**src/rtl/systolic_pkg.sv**
```systemverilog
// Shared definitions for the systolic operand feeder: array geometry, FSM
// states and the accumulator range the downstream PE grid works in.
package systolic_pkg;

   localparam int N         = 4;
   localparam int DW        = 4;
   localparam int ACC_W     = 9;
   localparam int LANE_W    = $clog2(N);
   localparam int STEP_W    = $clog2(3 * N - 2);
   localparam int LAST_STEP = 3 * N - 3;

   typedef enum logic [1:0] {
      IDLE   = 2'd0,
      CLEAR  = 2'd1,
      STREAM = 2'd2,
      DONE   = 2'd3
   } feeder_state_t;

   // Saturating clamp into the PE accumulator's signed ACC_W-bit range.
   function automatic int sat_acc(input int v);
      int hi;
      int lo;
      hi = (2 ** (ACC_W - 1)) - 1;
      lo = -(2 ** (ACC_W - 1));
      if (v > hi) return hi;
      if (v < lo) return lo;
      return v;
   endfunction

endpackage

```
**src/rtl/systolic_skew_feeder_if.sv**
```systemverilog
// Host-side bus of the skew feeder: operand write port, start strobe,
// status flags and the two skewed array edges.
interface systolic_skew_feeder_if;
   import systolic_pkg::*;

   // Strobes are single-cycle and sampled on the rising edge; a write or start
   // is taken only when dbg_state is IDLE, otherwise it is silently dropped.
   logic                  wr_en;
   logic                  wr_sel;
   logic [LANE_W-1:0]     wr_row;
   logic [LANE_W-1:0]     wr_col;
   logic [DW-1:0]         wr_data;
   logic                  start;
   logic                  busy;
   logic                  done;
   logic                  array_clr;
   logic [N*DW-1:0]       a_edge;
   logic [N*DW-1:0]       b_edge;
   feeder_state_t         dbg_state;

   modport master (
      output wr_en, wr_sel, wr_row, wr_col, wr_data, start,
      input  busy, done, array_clr, a_edge, b_edge, dbg_state
   );

   modport slave (
      input  wr_en, wr_sel, wr_row, wr_col, wr_data, start,
      output busy, done, array_clr, a_edge, b_edge, dbg_state
   );

endinterface

```
**src/rtl/skew_operand_bank.sv**
```systemverilog
// N x N operand register file with one diagonally skewed read per lane.
// TRANSPOSE=0 reads M[lane][k-lane] (A side), TRANSPOSE=1 reads M[k-lane][lane] (B side).
module skew_operand_bank
   import systolic_pkg::*;
#(
   parameter bit TRANSPOSE = 1'b0
)
(
   input  logic              clk,
   input  logic              reset,
   input  logic              i_wr_en,
   input  logic [LANE_W-1:0] i_wr_row,
   input  logic [LANE_W-1:0] i_wr_col,
   input  logic [DW-1:0]     i_wr_data,
   input  logic [STEP_W-1:0] i_step,
   output logic [N*DW-1:0]   o_lanes
);

   logic [DW-1:0] r_mem [N][N];

   always_ff @(posedge clk) begin
      if (reset) begin
         for (int r = 0; r < N; r++) begin
            for (int c = 0; c < N; c++) begin
               r_mem[r][c] <= '0;
            end
         end
      end else if (i_wr_en && (int'(i_wr_row) < N) && (int'(i_wr_col) < N)) begin
         r_mem[i_wr_row][i_wr_col] <= i_wr_data;
      end
   end

   // Lane l is live while 0 <= step-l < N; outside that window it feeds zeros,
   // which is what lets the array fill and drain without extra control.
   always_comb begin : p_skew_read
      logic [STEP_W-1:0] w_diff;
      logic [LANE_W-1:0] w_idx;
      o_lanes = '0;
      w_diff  = '0;
      w_idx   = '0;
      for (int l = 0; l < N; l++) begin
         w_diff = i_step - STEP_W'(l);
         w_idx  = w_diff[LANE_W-1:0];
         if ((i_step >= STEP_W'(l)) && (w_diff < STEP_W'(N))) begin
            if (TRANSPOSE) begin
               o_lanes[l*DW +: DW] = r_mem[w_idx][LANE_W'(l)];
            end else begin
               o_lanes[l*DW +: DW] = r_mem[LANE_W'(l)][w_idx];
            end
         end
      end
   end

endmodule

```
**src/rtl/systolic_skew_feeder.sv**
```systemverilog
// Operand feeder for the signed systolic PE grid: clears the accumulators,
// then streams A along the left edge and B along the top edge with diagonal skew.
module systolic_skew_feeder
   import systolic_pkg::*;
(
   input  logic                    clk,
   input  logic                    reset,
   systolic_skew_feeder_if.slave   bus
);

   feeder_state_t     r_state;
   logic [STEP_W-1:0] r_step;
   logic              r_busy;
   logic              r_done;
   logic              r_clr;
   logic [N*DW-1:0]   r_a_edge;
   logic [N*DW-1:0]   r_b_edge;

   logic              w_idle;
   logic              w_wr_a;
   logic              w_wr_b;
   logic [STEP_W-1:0] w_rd_step;
   logic [N*DW-1:0]   w_a_lanes;
   logic [N*DW-1:0]   w_b_lanes;

   assign w_idle = (r_state == IDLE);
   assign w_wr_a = bus.wr_en & w_idle & ~bus.wr_sel;
   assign w_wr_b = bus.wr_en & w_idle &  bus.wr_sel;

   // The banks are read one step ahead so the edge registers show step k
   // in the same cycle the step counter holds k.
   assign w_rd_step = (r_state == STREAM) ? (r_step + STEP_W'(1)) : '0;

   skew_operand_bank #(.TRANSPOSE(1'b0)) u_bank_a (
      .clk       (clk),
      .reset     (reset),
      .i_wr_en   (w_wr_a),
      .i_wr_row  (bus.wr_row),
      .i_wr_col  (bus.wr_col),
      .i_wr_data (bus.wr_data),
      .i_step    (w_rd_step),
      .o_lanes   (w_a_lanes)
   );

   skew_operand_bank #(.TRANSPOSE(1'b1)) u_bank_b (
      .clk       (clk),
      .reset     (reset),
      .i_wr_en   (w_wr_b),
      .i_wr_row  (bus.wr_row),
      .i_wr_col  (bus.wr_col),
      .i_wr_data (bus.wr_data),
      .i_step    (w_rd_step),
      .o_lanes   (w_b_lanes)
   );

   always_ff @(posedge clk) begin
      if (reset) begin
         r_state  <= IDLE;
         r_step   <= '0;
         r_busy   <= 1'b0;
         r_done   <= 1'b0;
         r_clr    <= 1'b0;
         r_a_edge <= '0;
         r_b_edge <= '0;
      end else begin
         case (r_state)
            IDLE: begin
               r_done   <= 1'b0;
               r_a_edge <= '0;
               r_b_edge <= '0;
               if (bus.start) begin
                  r_state <= CLEAR;
                  r_clr   <= 1'b1;
                  r_busy  <= 1'b1;
               end
            end
            CLEAR: begin
               r_state  <= STREAM;
               r_clr    <= 1'b0;
               r_step   <= '0;
               r_a_edge <= w_a_lanes;
               r_b_edge <= w_b_lanes;
            end
            STREAM: begin
               if (r_step == STEP_W'(LAST_STEP)) begin
                  r_state  <= DONE;
                  r_busy   <= 1'b0;
                  r_done   <= 1'b1;
                  r_a_edge <= '0;
                  r_b_edge <= '0;
               end else begin
                  r_step   <= r_step + STEP_W'(1);
                  r_a_edge <= w_a_lanes;
                  r_b_edge <= w_b_lanes;
               end
            end
            DONE: begin
               r_state <= IDLE;
               r_done  <= 1'b0;
            end
            default: begin
               r_state <= IDLE;
            end
         endcase
      end
   end

   assign bus.busy      = r_busy;
   assign bus.done      = r_done;
   assign bus.array_clr = r_clr;
   assign bus.a_edge    = r_a_edge;
   assign bus.b_edge    = r_b_edge;
   assign bus.dbg_state = r_state;

endmodule

```
**src/flat_wrapper.sv**
```systemverilog
// flat-port wrapper written by rule: the top's interface ports become plain ports
module systolic_skew_feeder_flat import systolic_pkg::*;
  (clk, reset, bus_wr_en, bus_wr_sel, bus_wr_row, bus_wr_col, bus_wr_data, bus_start, bus_busy, bus_done, bus_array_clr, bus_a_edge, bus_b_edge, bus_dbg_state);
  systolic_skew_feeder_if bus_i ();
  input  logic clk;
  input  logic reset;
  input wire logic [$bits(bus_i.wr_en)-1:0] bus_wr_en;
  input wire logic [$bits(bus_i.wr_sel)-1:0] bus_wr_sel;
  input wire logic [$bits(bus_i.wr_row)-1:0] bus_wr_row;
  input wire logic [$bits(bus_i.wr_col)-1:0] bus_wr_col;
  input wire logic [$bits(bus_i.wr_data)-1:0] bus_wr_data;
  input wire logic [$bits(bus_i.start)-1:0] bus_start;
  output wire logic [$bits(bus_i.busy)-1:0] bus_busy;
  output wire logic [$bits(bus_i.done)-1:0] bus_done;
  output wire logic [$bits(bus_i.array_clr)-1:0] bus_array_clr;
  output wire logic [$bits(bus_i.a_edge)-1:0] bus_a_edge;
  output wire logic [$bits(bus_i.b_edge)-1:0] bus_b_edge;
  output wire logic [$bits(bus_i.dbg_state)-1:0] bus_dbg_state;
  assign bus_i.wr_en = bus_wr_en;
  assign bus_i.wr_sel = bus_wr_sel;
  assign bus_i.wr_row = bus_wr_row;
  assign bus_i.wr_col = bus_wr_col;
  assign bus_i.wr_data = bus_wr_data;
  assign bus_i.start = bus_start;
  assign bus_busy = bus_i.busy;
  assign bus_done = bus_i.done;
  assign bus_array_clr = bus_i.array_clr;
  assign bus_a_edge = bus_i.a_edge;
  assign bus_b_edge = bus_i.b_edge;
  assign bus_dbg_state = bus_i.dbg_state;
  systolic_skew_feeder u_core (.clk(clk), .reset(reset), .bus(bus_i));
endmodule
```
**config.mk**
```make
export PLATFORM = sky130hd
export DESIGN_NAME = systolic_skew_feeder_flat
export DESIGN_NICKNAME = d
export VERILOG_FILES = /design/src/rtl/systolic_pkg.sv /design/src/rtl/systolic_skew_feeder_if.sv /design/src/rtl/skew_operand_bank.sv /design/src/rtl/systolic_skew_feeder.sv /design/src/flat_wrapper.sv
export SDC_FILE = /design/constraint.sdc
export NUM_CORES = 1
export LEC_CHECK = 0
export CAP_MARGIN = 20
export CORE_AREA = 4 4 123 125
export CTS_BUF_LIST = sky130_fd_sc_hd__clkbuf_8
export DETAILED_ROUTE_END_ITERATION = 8
export DIE_AREA = 0 0 127 129
export GPL_ROUTABILITY_DRIVEN = 0
export PLACE_DENSITY = 0.66
export SLEW_MARGIN = 20
export SYNTH_ARGS = -nofsm -noshare
export SYNTH_HDL_FRONTEND = slang
export SYNTH_SLANG_ARGS = --single-unit
```
**constraint.sdc**
```tcl
create_clock -name clk -period 2.65 [get_ports clk]
set_input_delay 0.53 -clock clk [delete_from_list [all_inputs] [get_ports clk]]
set_output_delay 0.53 -clock clk [all_outputs]
set_load 0.01 [all_outputs]
```
After elaboration in Yosys (flattened, before gate mapping) --
Memories as Yosys holds them, arrays and structs flattened. Index checks and enable logic that the tools add are counted.
Word-level totals: bits in writable memories 128, flip-flop bits (word level) 41, output and inout bits 37, logic and storage cells 114, memories kept 2
Cells by class: multiplexer cells 52, reduce and logical (&&, ||, !) cells 19, bitwise gates (word level) 9, eq/ne operators 7, add/sub/neg operators 4, magnitude comparators 14
Memory list:
- u_core.u_bank_a.r_mem | words 4, bits a word 16, rd ports 4, clocked after Yosys merged registers in 0, wr ports 4, line skew_operand_bank.sv:19 | logic [DW-1:0] r_mem [N][N];
- u_core.u_bank_b.r_mem | words 4, bits a word 16, rd ports 2, clocked after Yosys merged registers in 0, wr ports 4, line skew_operand_bank.sv:19
Operators by type and width (count):
- $mux W16 | 8
- $pmux W16 S3 | 2
- $mux W4 | 19
- $bmux W4 S2 | 4
- $reduce_or A16 Y1 | 2
- $lt A4 B3 Y1 const B | 4
- $ge A3 B3 Y1 const B | 5
- $not A2 Y3 | 5
- $mux W1 | 9
- $demux W4 S2 | 1
- $ge A4 B1 Y1 const B | 2
- $ge A4 B2 Y1 const B | 2
- $mux W2 | 4
- $pmux W2 S4 | 1
- $pmux W4 S2 | 1
- $reduce_and A2 Y1 | 4
- $reduce_bool A2 Y1 | 4
- $sub A4 B2 Y4 const B | 2
- $ne A2 B2 Y1 const B | 3
- $pmux W1 S2 | 3
- $logic_and A1 B1 Y1 | 5
- $add A4 B1 Y4 const B | 1
- $eq A2 B2 Y1 const B | 2
- $eq A4 B4 Y1 const B | 1
- 9 further kinds | 11

Logic depth before layout (Yosys ltp) --
depth in word-level cells 10, gate-level depth with buffers 11

Cells and area by module --
Synthesis repeated with hierarchy kept, for this count alone.
Second synthesis, totals: cell total of the unflattened synthesis 560, area, all modules 6790.3 sq um
By module, submodules not included:
- skew_operand_bank at u_core.u_bank_a | cells an instance 229, area an instance 3235.6 sq um, seq. area each 1921.8 sq um, instances 1
- systolic_skew_feeder | cells an instance 213, area an instance 1879.3 sq um, seq. area each 820.8 sq um, instances 1
- skew_operand_bank at u_core.u_bank_b | cells an instance 118, area an instance 1675.4 sq um, seq. area each 960.9 sq um, instances 1

Least setup slack after synthesis --
No wires, ideal clock.
kind register -> register, from register u_core.r_state[0] (netlist: u_core.bus.dbg_state[0]), to register u_core.r_a_edge[6] (netlist: u_core.bus.a_edge[6]), data required time 2.520 ns, cell stages (with the launch flop) 12, path slack -0.071 ns, setup time 0.130 ns, path buffers 3, data arrival time 2.590 ns, clock period less this slack 2.721 ns, cell sequence dfxtp_1 -> inv_1 -> ha_1 -> nor2b_1 -> buf_2 -> buf_1 -> inv_1 -> ha_1 -> clkbuf_1 -> mux4_2 -> nand2_1 -> o31ai_1
On the way: cells in the longest elaborated chain, start to end 10, elaborated cells between the ends (all ways) 16, classes of those cells add/sub: 1; order compare: 2; eq/ne: 2; mux: 7; bitwise: 1; reduce/logical: 3
Ends and longest elaborated chain:
- start, declared | line systolic_skew_feeder.sv:11 | feeder_state_t r_state;
- start signal, assigned | line systolic_skew_feeder.sv:58 | r_state <= IDLE;
- start signal, assigned | line systolic_skew_feeder.sv:72 | r_state <= CLEAR;
- start signal, assigned | line systolic_skew_feeder.sv:78 | r_state <= STREAM;
- $eq A2 B2 Y1 * | line systolic_skew_feeder.sv:32 | assign w_rd_step = (r_state == STREAM) ? (r_step + STEP_W'(1)) : '0;
- $mux W4 * | line systolic_skew_feeder.sv:32
- named net u_core.u_bank_a.i_step[1] | line skew_operand_bank.sv:15 | input logic [STEP_W-1:0] i_step,
- $sub A4 B1 Y4 | line skew_operand_bank.sv:42 | w_diff = i_step - STEP_W'(l);
- $not A2 Y3 (not written as such) | line skew_operand_bank.sv:48 | o_lanes[l*DW +: DW] = r_mem[LANE_W'(l)][w_idx];
- $bmux W4 S2 | line skew_operand_bank.sv:48
- $mux W4 (not written as such) (2 in a row) | line skew_operand_bank.sv:48
- $mux W4 * | line skew_operand_bank.sv:44 | if ((i_step >= STEP_W'(l)) && (w_diff < STEP_W'(N))) begin
- $mux W16 | line systolic_skew_feeder.sv:85 | if (r_step == STEP_W'(LAST_STEP)) begin
- $pmux W16 S3 * | line systolic_skew_feeder.sv:66 | case (r_state)
- end signal, assigned | line systolic_skew_feeder.sv:81 | r_a_edge <= w_a_lanes;
- end signal, assigned | line systolic_skew_feeder.sv:93 | r_a_edge <= w_a_lanes;
- end, declared | line systolic_skew_feeder.sv:16 | logic [N*DW-1:0] r_a_edge;
The timed path passes the listed nets; every way through them passes the cells marked *. The select of a mux whose other input is x is not followed. A chain may end at the register's enable or synchronous reset.

Worst setup path in the final report --
from register u_core.r_step[1], to register u_core.r_a_edge[13] (netlist: u_core.bus.a_edge[13])
On the way: cells in the longest elaborated chain, start to end 10, elaborated cells between the ends (all ways) 14, classes of those cells add/sub: 2; order compare: 2; eq/ne: 1; mux: 7; bitwise: 1; reduce/logical: 1
Ends and longest elaborated chain:
- start, declared | line systolic_skew_feeder.sv:12 | logic [STEP_W-1:0] r_step;
- start signal, assigned | line systolic_skew_feeder.sv:92 | r_step <= r_step + STEP_W'(1);
- $add A4 B1 Y4 | line systolic_skew_feeder.sv:32
- $mux W4 | line systolic_skew_feeder.sv:32
- $sub A4 B2 Y4 | line skew_operand_bank.sv:42
- $not A2 Y3 (not written as such) | line skew_operand_bank.sv:48
- $bmux W4 S2 | line skew_operand_bank.sv:48
- $mux W4 (not written as such) (2 in a row) | line skew_operand_bank.sv:48
- $mux W4 | line skew_operand_bank.sv:44
- $mux W16 | line systolic_skew_feeder.sv:85
- $pmux W16 S3 * | line systolic_skew_feeder.sv:66
Every way passes the cells marked *; elsewhere a longest branch is shown, timed or not. The select of a mux whose other input is x is not followed.

==> flow_metrics.py <==
metrics = {
    "outcome": {
        "status": "finished clean",
    },
    "synthesis": {
        "syn_area_sq_um": 6230,
        "synth_edf_count": 96,
        "netlist.area_leader.share": 0.463,
        "yosys_most_used_dff": "edfxtp_1",
        "synth_cell_type_count": 46,
        "synthCells": 519,
        "synthTopCellsByArea": "edfxtp_1 (46%), dfxtp_1 (11%), and2_1 (9.7%)",
        "synth_common_cells": "and2_1 (97), edfxtp_1 (96), nand2_1 (54)",
        "ys_ff_latch": 129,
        "synth.most_common_cell": "and2_1",
        "seq_area_frac_synth": 0.569,
        "yosys_warnings": 0,
        "post_synth.cell_area_avg_sq_um": 12.0,
        "async_reset_ff_frac": 0,
        "synth_area_leader_cell": "edfxtp_1",
    },
    "clocking": {
        "clockBufferDepth": 2,
        "clock_sinks": 129,
        "htree_levels": 4,
        "cts_tree": "built",
        "cts_resized": 0,
        "numCtsBuffers": 17,
        "clk_latency_ns": 0.44,
        "post_cts_buffers": 0,
        "clock-root-buffer": "clkbuf_8",
        "clk_pin_slew_ns": 0.07,
        "hold_buffers": 0,
    },
    "cells_and_area": {
        "fin_nets": 586,
        "areaGrowthSynthToFinish_pct": 15.3,
        "fillCellCount": 1195,
        "insertedDiodeCount": 0,
        "drive_gt1_frac": 0.152,
        "utilization": 0.518,
    },
    "setup_path": {
        "crit_fanout": 12,
        "cp.arrival_ns": 2.67,
        "cp-start-kind": "flop",
        "worstSetupEndpointType": "flop",
        "required_ns": 2.96,
        "timing_worst_setup_path_type": "reg -> reg",
    },
    "floorplan": {
        "fp.dieArea_sq_um": 16400,
        "fp.coreArea_sq_um": 13900,
        "io_pins": 50,
        "die_x_um": 127,
        "start_util": 0.449,
        "chipHeight_um": 129,
        "rows": 43,
    },
    "sta": {
        "skew_ns": 0.00797,
        "slew_viol_final": 0,
        "fin_crit_sh": 0.893,
        "relSlewSlack": 0.565,
        "min_period_ns": 2.37,
        "hold_viol_final": 0,
        "fmax_ghz": 0.423,
        "finalSetupTns_ns": 0,
        "finalSetupViolCount": 0,
        "tightest_slew_ns": 0.652,
        "rsz0062_at_grt": "false",
    },
    "min_path": {
        "hold_path.class": "reg -> reg",
    },
    "placed_design": {
        "portBuffers": 41,
        "hpwl_um": 8970,
    },
    "run": {
        "drv_cap": 0,
    },
    "global_routing": {
        "grt_first_pass_wirelength_um": 20400,
        "grt_max_degree": 28,
        "use_met2": 0.272,
        "grt_util_met3": 0.0378,
        "grt_pass1_vias": 4090,
        "grt_use_met1": 0.199,
        "antenna_found_initial": 0,
        "top_usage_layer": "met2",
        "overflow": 0,
        "grt_usage": 0.162,
    },
    "drt": {
        "ant_nets": 0,
        "wl_per_cell_um": 16.7,
        "first_pass_iters": 5,
        "dr.first_iter.drc_count": 255,
        "vias": 3894,
        "drc": 0,
        "via_per_inst": 5.16,
        "wirelength_um": 12600,
    },
    "power": {
        "p_leak_uw": 0.00257,
        "cellPowerDensity_nw_per_um2": 732,
        "worst_ir_drop_vdd_uv": 337,
    },
}
## worst max-delay path: stages (launching register included)
cell	delay (ns)
dfxtp_1	0.37
inv_1	0.06
ha_1	0.28
nor2b_1	0.20
inv_1	0.12
ha_1	0.63
mux4_2	0.42
nand2_1	0.09
o31ai_1	0.06
## registers in the layout, indices dropped and copies added, names as in the netlist
| signal | cells |
|---|---|
| u_core.bus.array_clr | 1 |
| u_core.bus.dbg_state | 2 |
| u_core.bus.done | 1 |
| u_core.u_bank_b.r_mem | 32 |
| u_core.r_step | 4 |
| u_core.bus.a_edge | 16 |
| u_core.bus.busy | 1 |
| u_core.u_bank_a.r_mem | 64 |
| u_core.bus.b_edge | 8 |
## power by group
| group | switching, uW | internal (uW) | total (uW) |
|---|---|---|---|
| combinational | 711 | 531 | 1240 |
| clock | 773 | 924 | 1700 |
| sequential | 58.5 | 2270 | 2320 |
## metal layers
metal  share of wire  up-vias
met2            0.50       98
met4           0.024        0
met3           0.044       21
li1                -     1890
met5               0        -
met1            0.43     1885
## metrics by stage
| step | cell area, sq um | std cells | hold slack [ns] | setup slack (ns) | power, uW |
|---|---|---|---|---|---|
| after floorplan | 6260 | 526 | 0.470 | 0.0845 | 3300 |
| after global placement | 6780 | 722 | 0.434 | 0.199 | 3590 |
| after detailed placement | 6780 | 722 | 0.444 | 0.139 | 3620 |
| after CTS | 7180 | 754 | 0.457 | 0.246 | 5300 |
| after global routing | 7190 | 754 | 0.479 | 0.0839 | 5510 |
| final | 7190 | 754 | 0.455 | 0.284 | 5260 |
## path summary, 6_finish.rpt
kind | cells after the start | end | slack [ns] | startpoint
worst min register to register | 2 | u_core.bus.a_edge[0] | 0.46 | u_core.bus.a_edge[0]
worst min-delay path | 2 | u_core.bus.a_edge[0] | 0.46 | u_core.bus.a_edge[0]
worst max register to register | 8 | u_core.bus.a_edge[13] | 0.28 | u_core.r_step[1]
worst max-delay path | 8 | u_core.bus.a_edge[13] | 0.28 | u_core.r_step[1]
## placed cells by master (no fill, tap or decap), types with 3 or more instances in the layout
cell type and count:
edfxtp_1 96, nand3b_1 3, nand3_1 4, nor2b_1 4, mux2_2 4, and2_1 97
or2_2 17, mux2_1 9, inv_1 8, mux4_2 12, inv_4 4, dfxtp_1 33
clkbuf_8 17, nand2b_1 4, nand2_1 54, clkinvlp_4 3, or2_1 10, o2111ai_1 8
clkdlybuf4s50_1 41, mux2i_1 14, o21ai_1 4, ha_1 12, a21oi_1 19, bufinv_16 3
o31ai_1 15, buf_4 11, conb_1 8, clkinv_2 3, o21ai_0 5, nor2_1 28
## cells by family (layout without fill, tap and decap cells)
group | after synthesis | in the layout | share of synthesized area
simple gates | 230 | 230 | 0.204
flops | 129 | 129 | 0.569
compound gates | 58 | 58 | 0.0659
buf+inv | 44 | 92 | 0.0365
mux | 39 | 39 | 0.0893
fa+ha+maj | 12 | 12 | 0.0241
xor+xnor | 6 | 6 | 0.0108
other cells | 1 | 8 | 0.000602
## final cells by class
type	count	area (sq um)	share of cell area
Multi-Input combinational cell	353	2490	0.347
Clock inverter	15	165	0.0230
Sequential cell	129	3540	0.493
Timing Repair Buffer	52	493	0.0686
Clock buffer	17	234	0.0326
Tap cell	180	225	0.0313
Inverter	8	35.0	0.00488
Power figures use the tool's default switching activity.
